$ cat src/rtl/ir_report_decoder.sv
// Decodes one blob of a PixArt IR sensor extended-mode report (header, then 4 blobs x 3 bytes).
// Optional `IR_HOLD_LAST_EN: an absent blob keeps the last present-blob x/y/size.
module ir_report_decoder #(
  parameter int unsigned BLOB_SEL     = 0,
  parameter int unsigned HEADER_BYTES = 1,
  parameter int unsigned TIMEOUT      = 255
) (
  input  logic       clk,
  input  logic       reset_n,
  input  logic       frame_start,
  input  logic       byte_valid,
  input  logic [7:0] byte_data,
  output logic [9:0] x,
  output logic [9:0] y,
  output logic [3:0] size,
  output logic       blob_found,
  output logic       xy_valid,
  output logic       frame_error,
  output logic [7:0] frame_count
);

  localparam int unsigned HdrW = (HEADER_BYTES > 1) ? $clog2(HEADER_BYTES) : 1;
  localparam int unsigned TmoW = (TIMEOUT > 1) ? $clog2(TIMEOUT) : 1;
  localparam logic [1:0]  SelBlob = 2'(BLOB_SEL);

  typedef enum logic [1:0] {StIdle, StHeader, StBlob, StDone} state_e;

  localparam state_e FirstSt = (HEADER_BYTES == 0) ? StBlob : StHeader;

  state_e            state_q, state_d;
  logic [HdrW-1:0]   hdr_q, hdr_d;
  logic [1:0]        fld_q, fld_d;
  logic [1:0]        blob_q, blob_d;
  logic [TmoW-1:0]   tmo_q, tmo_d;
  logic [7:0]        b0_q, b0_d, b1_q, b1_d, b2_q, b2_d;
  logic [9:0]        x_q, x_d, y_q, y_d;
  logic [3:0]        size_q, size_d;
  logic              found_q, found_d;
  logic              xy_valid_q, xy_valid_d;
  logic              err_q, err_d;
  logic [7:0]        fc_q, fc_d;

  // Parse position after an optional mid-frame restart in the same cycle.
  state_e            st_v;
  logic [HdrW-1:0]   hdr_v;
  logic [1:0]        fld_v;
  logic [1:0]        blob_v;
  logic              absent;

  assign absent = (b0_q == 8'hFF) && (b1_q == 8'hFF) && (b2_q == 8'hFF);

  always_comb begin
    state_d    = state_q;
    hdr_d      = hdr_q;
    fld_d      = fld_q;
    blob_d     = blob_q;
    tmo_d      = tmo_q;
    b0_d       = b0_q;
    b1_d       = b1_q;
    b2_d       = b2_q;
    x_d        = x_q;
    y_d        = y_q;
    size_d     = size_q;
    found_d    = found_q;
    xy_valid_d = 1'b0;
    err_d      = 1'b0;
    fc_d       = fc_q;
    st_v       = state_q;
    hdr_v      = hdr_q;
    fld_v      = fld_q;
    blob_v     = blob_q;

    unique case (state_q)
      StIdle: begin
        if (frame_start) begin
          state_d = FirstSt;
          hdr_d   = '0;
          fld_d   = '0;
          blob_d  = '0;
          tmo_d   = '0;
        end
      end

      StHeader, StBlob: begin
        if (frame_start) begin
          err_d   = 1'b1;
          st_v    = FirstSt;
          hdr_v   = '0;
          fld_v   = '0;
          blob_v  = '0;
          state_d = FirstSt;
          hdr_d   = '0;
          fld_d   = '0;
          blob_d  = '0;
          tmo_d   = '0;
        end

        if (byte_valid) begin
          tmo_d = '0;
          if (st_v == StHeader) begin
            if (int'(hdr_v) == HEADER_BYTES - 1) begin
              state_d = StBlob;
              hdr_d   = '0;
            end else begin
              hdr_d = hdr_v + 1'b1;
            end
          end else begin
            if (blob_v == SelBlob) begin
              unique case (fld_v)
                2'd0:    b0_d = byte_data;
                2'd1:    b1_d = byte_data;
                default: b2_d = byte_data;
              endcase
            end
            if (fld_v == 2'd2) begin
              fld_d  = '0;
              blob_d = blob_v + 1'b1;
              if (blob_v == 2'd3) begin
                state_d = StDone;
              end
            end else begin
              fld_d = fld_v + 1'b1;
            end
          end
        end else if (!frame_start) begin
          if (tmo_q == TmoW'(TIMEOUT - 1)) begin
            err_d   = 1'b1;
            state_d = StIdle;
          end else begin
            tmo_d = tmo_q + 1'b1;
          end
        end
      end

      StDone: begin
        xy_valid_d = 1'b1;
        fc_d       = fc_q + 1'b1;
        found_d    = !absent;
        state_d    = StIdle;
        if (!absent) begin
          x_d    = {b2_q[5:4], b0_q};
          y_d    = {b2_q[7:6], b1_q};
          size_d = b2_q[3:0];
        end else begin
`ifdef IR_HOLD_LAST_EN
          x_d    = x_q;
          y_d    = y_q;
          size_d = size_q;
`else
          x_d    = '1;
          y_d    = '1;
          size_d = '1;
`endif
        end
      end

      default: state_d = StIdle;
    endcase
  end

  always_ff @(posedge clk or negedge reset_n) begin
    if (!reset_n) begin
      state_q    <= StIdle;
      hdr_q      <= '0;
      fld_q      <= '0;
      blob_q     <= '0;
      tmo_q      <= '0;
      b0_q       <= 8'hFF;
      b1_q       <= 8'hFF;
      b2_q       <= 8'hFF;
      x_q        <= '1;
      y_q        <= '1;
      size_q     <= '1;
      found_q    <= 1'b0;
      xy_valid_q <= 1'b0;
      err_q      <= 1'b0;
      fc_q       <= '0;
    end else begin
      state_q    <= state_d;
      hdr_q      <= hdr_d;
      fld_q      <= fld_d;
      blob_q     <= blob_d;
      tmo_q      <= tmo_d;
      b0_q       <= b0_d;
      b1_q       <= b1_d;
      b2_q       <= b2_d;
      x_q        <= x_d;
      y_q        <= y_d;
      size_q     <= size_d;
      found_q    <= found_d;
      xy_valid_q <= xy_valid_d;
      err_q      <= err_d;
      fc_q       <= fc_d;
    end
  end

  assign x           = x_q;
  assign y           = y_q;
  assign size        = size_q;
  assign blob_found  = found_q;
  assign xy_valid    = xy_valid_q;
  assign frame_error = err_q;
  assign frame_count = fc_q;

endmodule

$ cat config.mk
export PLATFORM = sky130hd
export DESIGN_NAME = ir_report_decoder
export DESIGN_NICKNAME = d
export VERILOG_FILES = /design/src/rtl/ir_report_decoder.sv
export SDC_FILE = /design/constraint.sdc
export NUM_CORES = 1
export LEC_CHECK = 0
export ABC_AREA = 0
export CORE_MARGIN = 8
export CORE_UTILIZATION = 41
export DETAILED_ROUTE_END_ITERATION = 8
export HOLD_SLACK_MARGIN = 0.15
export PLACE_DENSITY = 0.72
export SLEW_MARGIN = 10
export SYNTH_ARGS = -nofsm -noshare
export SYNTH_HDL_FRONTEND = slang
export SYNTH_SLANG_ARGS = --single-unit
$ cat constraint.sdc
create_clock -name clk -period 3.8 [get_ports clk]
set_clock_uncertainty 0.1 [all_clocks]
set_input_delay 0.76 -clock clk [delete_from_list [all_inputs] [get_ports clk]]
set_output_delay 0.76 -clock clk [all_outputs]
set_load 0.005 [all_outputs]
# Yosys cells after proc, flatten, opt, wreduce, memory -nomap -nowiden
# Cells that the tools add are included.
[word_totals]
regBits = 74
in_bits = 12
[op_classes]
n_bitwise = 2
n_addsub = 5
eq_ne = 11
muxes = 42
n_reduce_logical = 12
[op_table]
columns = ["cell", "n"]
rows = [
  ["2-to-1 mux 2 bit", 19],
  ["equality test 8 bit (second input constant)", 4],
  ["2-to-1 mux 8 bit", 4],
  ["2-to-1 mux 10 bit", 2],
  ["adder 8 x 1 -> 8 bit (second input constant)", 2],
  ["case mux 8 bit (2 select lines)", 1],
  ["AND reduction 5 bit", 3],
  ["2-to-1 mux 1 bit", 11],
  ["equality test 2 bit (second input constant)", 4],
  ["case mux 2 bit (2 select lines)", 2],
  ["equality test 2 x 1 -> 1 bit (second input constant)", 3],
  ["zero test 2 bit", 3],
  ["case mux 2 bit (3 select lines)", 1],
  ["adder 2 x 1 -> 2 bit (second input constant)", 2],
  ["2-to-1 mux 4 bit", 1],
  ["OR reduction 2 bit", 2],
  ["logical AND 1 bit", 2],
  ["inverter 1 bit", 2],
  ["case mux 1 bit (2 select lines)", 1],
  ["nonzero test 2 bit", 1],
  ["adder 1 bit (second input constant)", 1],
  ["zero test 1 bit", 1],
]

# Logic depth before layout (Yosys ltp)
# Gate-level depths: netlist of the first run.
[logic_depth]
word_depth = 9
depth_mapped = 8
mapped_depth_nobuf = 7

# Worst setup path after synthesis of the first run
# No wires, ideal clock.
[synth_timing]
kind = "input port to flip-flop"
startpoint = "in frame_start"
endpoint = "reg b1_q[0]"
required_time_ps = 3618
path_buffers = 1
setup_slack_ps = 1514
cell_stages = 7
arrival_time_ps = 2104
path_cell_list = "buf_6 -> inv_1 -> nand2_1 -> ha_1 -> nor2b_1 -> nor4b_4 -> mux2_2"
[synth_between]
elab_chain_len = 5
word_cells_on_any_way = 11
classes_between = "2 x eq/ne; 6 x mux; 1 x bitwise; 2 x reduce/logical"
[synth_lines]
columns = ["item", "line_no", "source"]
rows = [
  ["from (decl)", "10", "input logic frame_start,"],
  ["2-to-1 mux 2 bit", "85", "if (frame_start) begin"],
  ["2-to-1 mux 2 bit", "73", "unique case (state_q)"],
  ["equality test 2 x 1 -> 1 bit", "100", "if (st_v == StHeader) begin"],
  ["inverter 1 bit (no source line)", "--", ""],
  ["AND reduction 5 bit (no source line) (*)", "--", ""],
  ["to (signal assigned)", "169", "b1_q <= 8'hFF;"],
  ["to (signal assigned)", "185", "b1_q <= b1_d;"],
  ["to (decl)", "35", "logic [7:0] b0_q, b0_d, b1_q, b1_d, b2_q, b2_d;"],
]
# Mark *: on every way between the ends. The rest lies on a longest branch, timed or not. The select of a mux whose other input is x is not followed.
# A chain may end at the register's enable or synchronous reset.

# Worst setup path after layout of the first run
[layout_timing]
startpoint = "in frame_start"
endpoint = "reg b1_q[3]"
# Same word-level chain as after synthesis.

==> results of run 1 <==
-- critical path: stages --
cell	delay, ps
clkdlybuf4s50_1	480
inv_1	90
nand2_1	90
ha_1	130
nor2b_1	220
nor4b_4	510
mux2_2	400
-- worst paths after layout --
kind / from / to / slack [ps]
max: frame_start / b1_q[3] / 1270
min: size[3] / size[3] / 370
max reg2reg: state_q[0] / b1_q[3] / 1320
min reg2reg: size[3] / size[3] / 370
max in group asynchronous: reset_n / b1_q[6] / 2330
min in group asynchronous: reset_n / tmo_q[3] / 400
-- cell families (layout without fill, tap and decap cells) --
family                   Yosys count  in the layout
AO/OA/AOI/OAI                     38             38
XOR/XNOR                           7              7
adder cells (fa/ha/maj)            8              8
buffers and inverters             21             74
flip-flops                        74             74
multiplexers                      51             51
AND/OR/NAND/NOR                   79             79
-- per-layer routing --
layer	wire length, um	up-vias
li1	-	1118
met1	3250	1178
met2	3430	40
met3	354	9
met4	99	0
met5	0	-
-- state kept, by name, summed over array words and instances (netlist names) --
signal	flops
y	10
blob_q	2
hdr_q	1
state_q	2
xy_valid	1
fld_q	2
b0_q	8
blob_found	1
b2_q	8
tmo_q	8
size	4
frame_count	8
b1_q	8
frame_error	1
x	10
-- where the power goes --
part	internal [mW]	switching, mW
Clock	0.330	0.320
Combinational	0.546	0.374
Sequential	1.19	0.192
Total	2.06	0.886
-- layout by cell type, fill, tap and decap left out, types with 7 or more instances in the layout --
master	count
mux2_2	48
dfstp_2	48
clkdlybuf4s50_1	45
dfrtp_1	26
nand2_1	19
nand4_1	13
clkbuf_8	10
inv_1	8
ha_1	8
o21ai_0	7
o211ai_1	7
-- through the flow --
step	utilization	instance area [sq um]	instances
finish	0.517	4240	436
global route	0.517	4240	436
CTS	0.517	4240	436
detailed placement	0.491	4030	420
global placement	0.491	4030	420
floorplan	-	3480	278
-- area by class of cell --
| type | instances | area, sq um |
|---|---|---|
| fill | 730 | 3970 |
| clock buffer | 10 | 138 |
| timing repair buffer | 50 | 485 |
| tap | 105 | 131 |
| multi-input combinational | 183 | 1480 |
| clock inverter | 6 | 72.6 |
| sequential | 74 | 1910 |
| inverter | 8 | 30.0 |
-- Yosys cell counts, types with 2 or more instances --
master and count:
o311ai_0 2, a211oi_1 3, inv_1 8, o21ai_0 7, or4_1 3, nor3_1 4, dfrtp_1 26, o21a_1 2
dfstp_2 48, o21bai_1 4, nand3_1 5, xnor2_1 4, nand2_1 19, nand4b_1 2, mux2_2 48, xor2_1 3
a221o_1 2, or3_1 2, nor2b_1 4, nor2_1 4, buf_1 3, o211ai_1 7, and3_1 3, and3b_1 2
clkbuf_1 7, nand2b_1 5, mux2i_1 3, ha_1 8, a21oi_1 5, nor4_1 3, nand4_1 13
==> flow_summary.yaml, run 1 <==
critical_path:
  crit_path_start_kind: "primary input"
  criticalPathCategory: "in2reg"
  critPathCaptureType: "flop"
  r2r_cells: 5
  arrival_ps: 2700
  cp_max_fo: 8
  required_ps: 3970
routing:
  num_vias: 2345
  dr.first_iter.drc_count: 115
  viasPerCell: 5.38
  drt-total-wl_mm: 7.14
  final_antenna_net_count: 0
  avgRoutedWirePerCell_um: 16.4
  remaining_drc_errors: 0
  drt_pass1_iterations: 4
synth:
  async_flop_share: 1.00
  synth_nets: 298
  yosysWarnings: 0
  synth_top_cell_area_share: 0.363
  yosys.area_share.simple: 0.138
  postSynthAreaPerCell_sq_um: 12.5
  synth_compound_area_frac: 0.0763
  synth_cell_types: 50
  muxShareOfSynthArea: 0.164
  synth-seq-area-share: 0.550
  synth_xor_xnor_area_share: 0.0176
  synth_ff_type: "dfstp_2"
  synthTopCellsByArea: "dfstp_2 36%, dfrtp_1 19%, mux2_2 16%, ha_1 2.9%, nand4_1 2.3%"
  synth_seq_cells: 74
  synth_area_sq_mm: 0.00348
  synth_top_family_by_area: "multiplexers"
  synth-edff-count: 0
  synth-adder-area-share: 0.0288
  yosysTopAreaCell: "dfstp_2"
  syn_inst: 278
finish:
  final_nets: 346
  area_growth_pct: 22.1
  drive_above_1_share: 0.369
  diodes: 0
cts:
  cts_setup_buffers: 0
  cts_repair_resize_count: 0
  clk_path_buf_depth: 2
  cts_buffers: 9
  clock-sinks: 74
  cts-root-buf: "clkbuf_8"
  clk_latency_ps: 340
  cts.clk_slew.worst_paths_ps: 80
  cts_hold_repair.buffers: 0
  cts_tree: "done"
  htree_levels: 3
timing:
  finalSetupViolations: 0
  min_period_ps: 2530
  finalWorstSetupSlack_ps: 1270
  rsz0062_at_grt: "no"
  fin_crit_sh: 0.665
  hold_ws_ps: 369
  finalSetupTns_ps: 0
  timing_hold_violations_final: 0
  slew_headroom: 0.434
  max_freq_mhz: 396
  slew_viol_final: 0
  worst_slew_pin_slew_ps: 849
place:
  gp_congestion: 0.857
  place_ws_ps: 894
  dp_hpwl_mm: 5.08
  port_buffers: 46
min_path:
  holdPathStages: 2
  hold_path_class: "reg2reg"
run_status:
  status: "complete, no violations"
global_route:
  groute.layer.met1.usage: 0.164
  grt_pass1_vias: 2276
  grt_pass1_wl_mm: 11.7
  grt_util_all_layers: 0.127
  gr-max-usage-layer: "met2"
  grt-ovfl-total: 0
  antenna_found_initial: 0
  use_met2: 0.194
  grt_start_max_net_pins: 39
  met3_usage: 0.0339
power:
  peakVddDrop_mv: 0.225
  finalPower_mw: 2.95
  p_leak_nw: 1.71
  p_per_area_mw_per_mm2: 695
floorplan:
  start_util: 0.423
  core_sq_mm: 0.00822
  ioPinCount: 47
  fp.dieH_um: 108
  rows: 33
  dieArea_sq_mm: 0.0117
  die_x_um: 108
job:
  maxCapViolCount: 0
Power figures use the tool's default switching activity.
==> inputs of run 2 (changes only) <==
==> constraint.sdc (replaced) <==
create_clock -name clk -period 2.4 [get_ports clk]
set_clock_uncertainty 0.1 [all_clocks]
set_input_delay 0.48 -clock clk [delete_from_list [all_inputs] [get_ports clk]]
set_output_delay 0.48 -clock clk [all_outputs]
set_load 0.005 [all_outputs]
==> flow_summary.yaml, run 2 (synthesis results as in run 1) <==
routing:
  drt_pass1_iterations: 4
  viasPerCell: 5.34
  dr.first_iter.drc_count: 174
  met3_length_um: 376
  drt-total-wl_mm: 7.16
  num_vias: 2388
  drt-met1-wl_mm: 3.33
  avgRoutedWirePerCell_um: 16.0
  top_layer: "met4"
  remaining_drc_errors: 0
  final_antenna_net_count: 0
  route.met2.wl_mm: 3.33
finish:
  design_area_sq_mm: 0.00437
  multi_input_area_sq_mm: 0.00148
  fin_cells: 447
  layout_common_cells: "48 x mux2_2, 48 x dfstp_2, 45 x clkdlybuf4s50_1, 26 x dfrtp_1, 19 x nand2_1"
  drive_above_1_share: 0.383
  seq_area_sq_mm: 0.00191
  n_fill_cell: 719
  postLayoutCoreUtil: 0.531
  diodes: 0
  area_growth_pct: 25.6
  final_nets: 357
floorplan:
  die_x_um: 108
  start_util: 0.423
  rows: 33
  dieArea_sq_mm: 0.0117
  ioPinCount: 47
  core_sq_mm: 0.00822
  fp.dieH_um: 108
critical_path:
  required_ps: 2570
  crit_path_start_kind: "primary input"
  r2r-start: "state_q[0]"
  rrSetupSlack_ps: 330
  criticalPathCategory: "in2reg"
  rr_endpoint: "tmo_q[6]"
  cp_max_fo: 8
  arrival_ps: 2280
  critPathCaptureType: "flop"
  r2r_cells: 5
global_route:
  grt_pass1_wl_mm: 11.8
  grt_pass1_vias: 2334
  grt-ovfl-total: 0
  grt_util_all_layers: 0.126
  grt_start_max_net_pins: 75
  antenna_found_initial: 0
cts:
  clk_path_buf_depth: 2
  clk_latency_ps: 350
  cts-root-buf: "clkbuf_8"
  cts_repair_resize_count: 0
  cts_tree: "done"
  cts.clk_slew.worst_paths_ps: 80
  htree_levels: 3
  clock-sinks: 74
  cts_buffers: 9
place:
  port_buffers: 46
  placed_cells: 430
  place_ws_ps: -71.4
  gp_congestion: 0.810
  placed_cell_area_sq_mm: 0.00412
  dp_hpwl_mm: 5.12
min_path:
  hold_path_class: "reg2reg"
  min_to: "size[3]"
  worstHoldStart: "size[3]"
  holdPathStages: 2
power:
  p_leak_nw: 1.78
  p_per_area_mw_per_mm2: 1110
  peakVddDrop_mv: 0.338
  finalPower_mw: 4.84
timing:
  min_period_ps: 2110
  slew_viol_final: 0
  finalWorstSetupSlack_ps: 295
  finalSetupTns_ps: 0
  hold_ws_ps: 374
  finalSetupViolations: 0
  rsz0062_at_grt: "no"
  slew_headroom: 0.659
  worst_slew_pin_slew_ps: 511
  max_freq_mhz: 475
  fin_crit_sh: 0.877
  timing_hold_violations_final: 0
job:
  maxCapViolCount: 0
run_status:
  status: "complete, no violations"
-- run 2: power breakdown --
part / leakage [nW] / total [mW] / switching [mW] / internal, mW
combinational: 0.810 / 1.55 / 0.628 / 0.921
clock: 0.119 / 1.13 / 0.476 / 0.653
sequential: 0.850 / 2.16 / 0.280 / 1.88
total: 1.78 / 4.84 / 1.38 / 3.46
-- run 2: worst max-delay path: stages --
cell and delay (ps):
clkdlybuf4s50_1 490, inv_1 80, nand2_1 90, ha_1 140, nor2b_1 210, nor4b_4 240, buf_4 210, mux2_2 340
-- run 2: layout make-up --
class / instances / share of cell area
repair buffers: 61 / 0.134
well taps: 105 / 0.0301
multi-input cells: 183 / 0.338
flip-flops and latches: 74 / 0.438
clock buffers: 11 / 0.0350
clock inverters: 5 / 0.0189
inverters: 8 / 0.00688
-- run 2: worst max path at each step --
stage / startpoint / endpoint / slack (ps) / cells past startpoint
3_3_place_gp: frame_start / b1_q[4] / 20 / 8
5_1_grt: frame_start / b1_q[7] / 210 / 8
2_1_floorplan: state_q[0] / blob_q[0] / 340 / 6
3_5_place_dp: frame_start / b1_q[7] / -70 / 8
6_report: frame_start / b1_q[7] / 290 / 8
4_1_cts: frame_start / b1_q[7] / 310 / 8
-- run 2: routing by layer --
layer  up-vias  GRT usage
met1      1182      0.162
met2        59      0.192
met4         0     0.0545
met3         8     0.0375
li1       1139          -
met5         -          0
-- run 2: what timing repair did --
action,in CTS,in global routing
buffers inserted,0,0
hold buffers,1,0
endpoints found under the hold margin,26,0
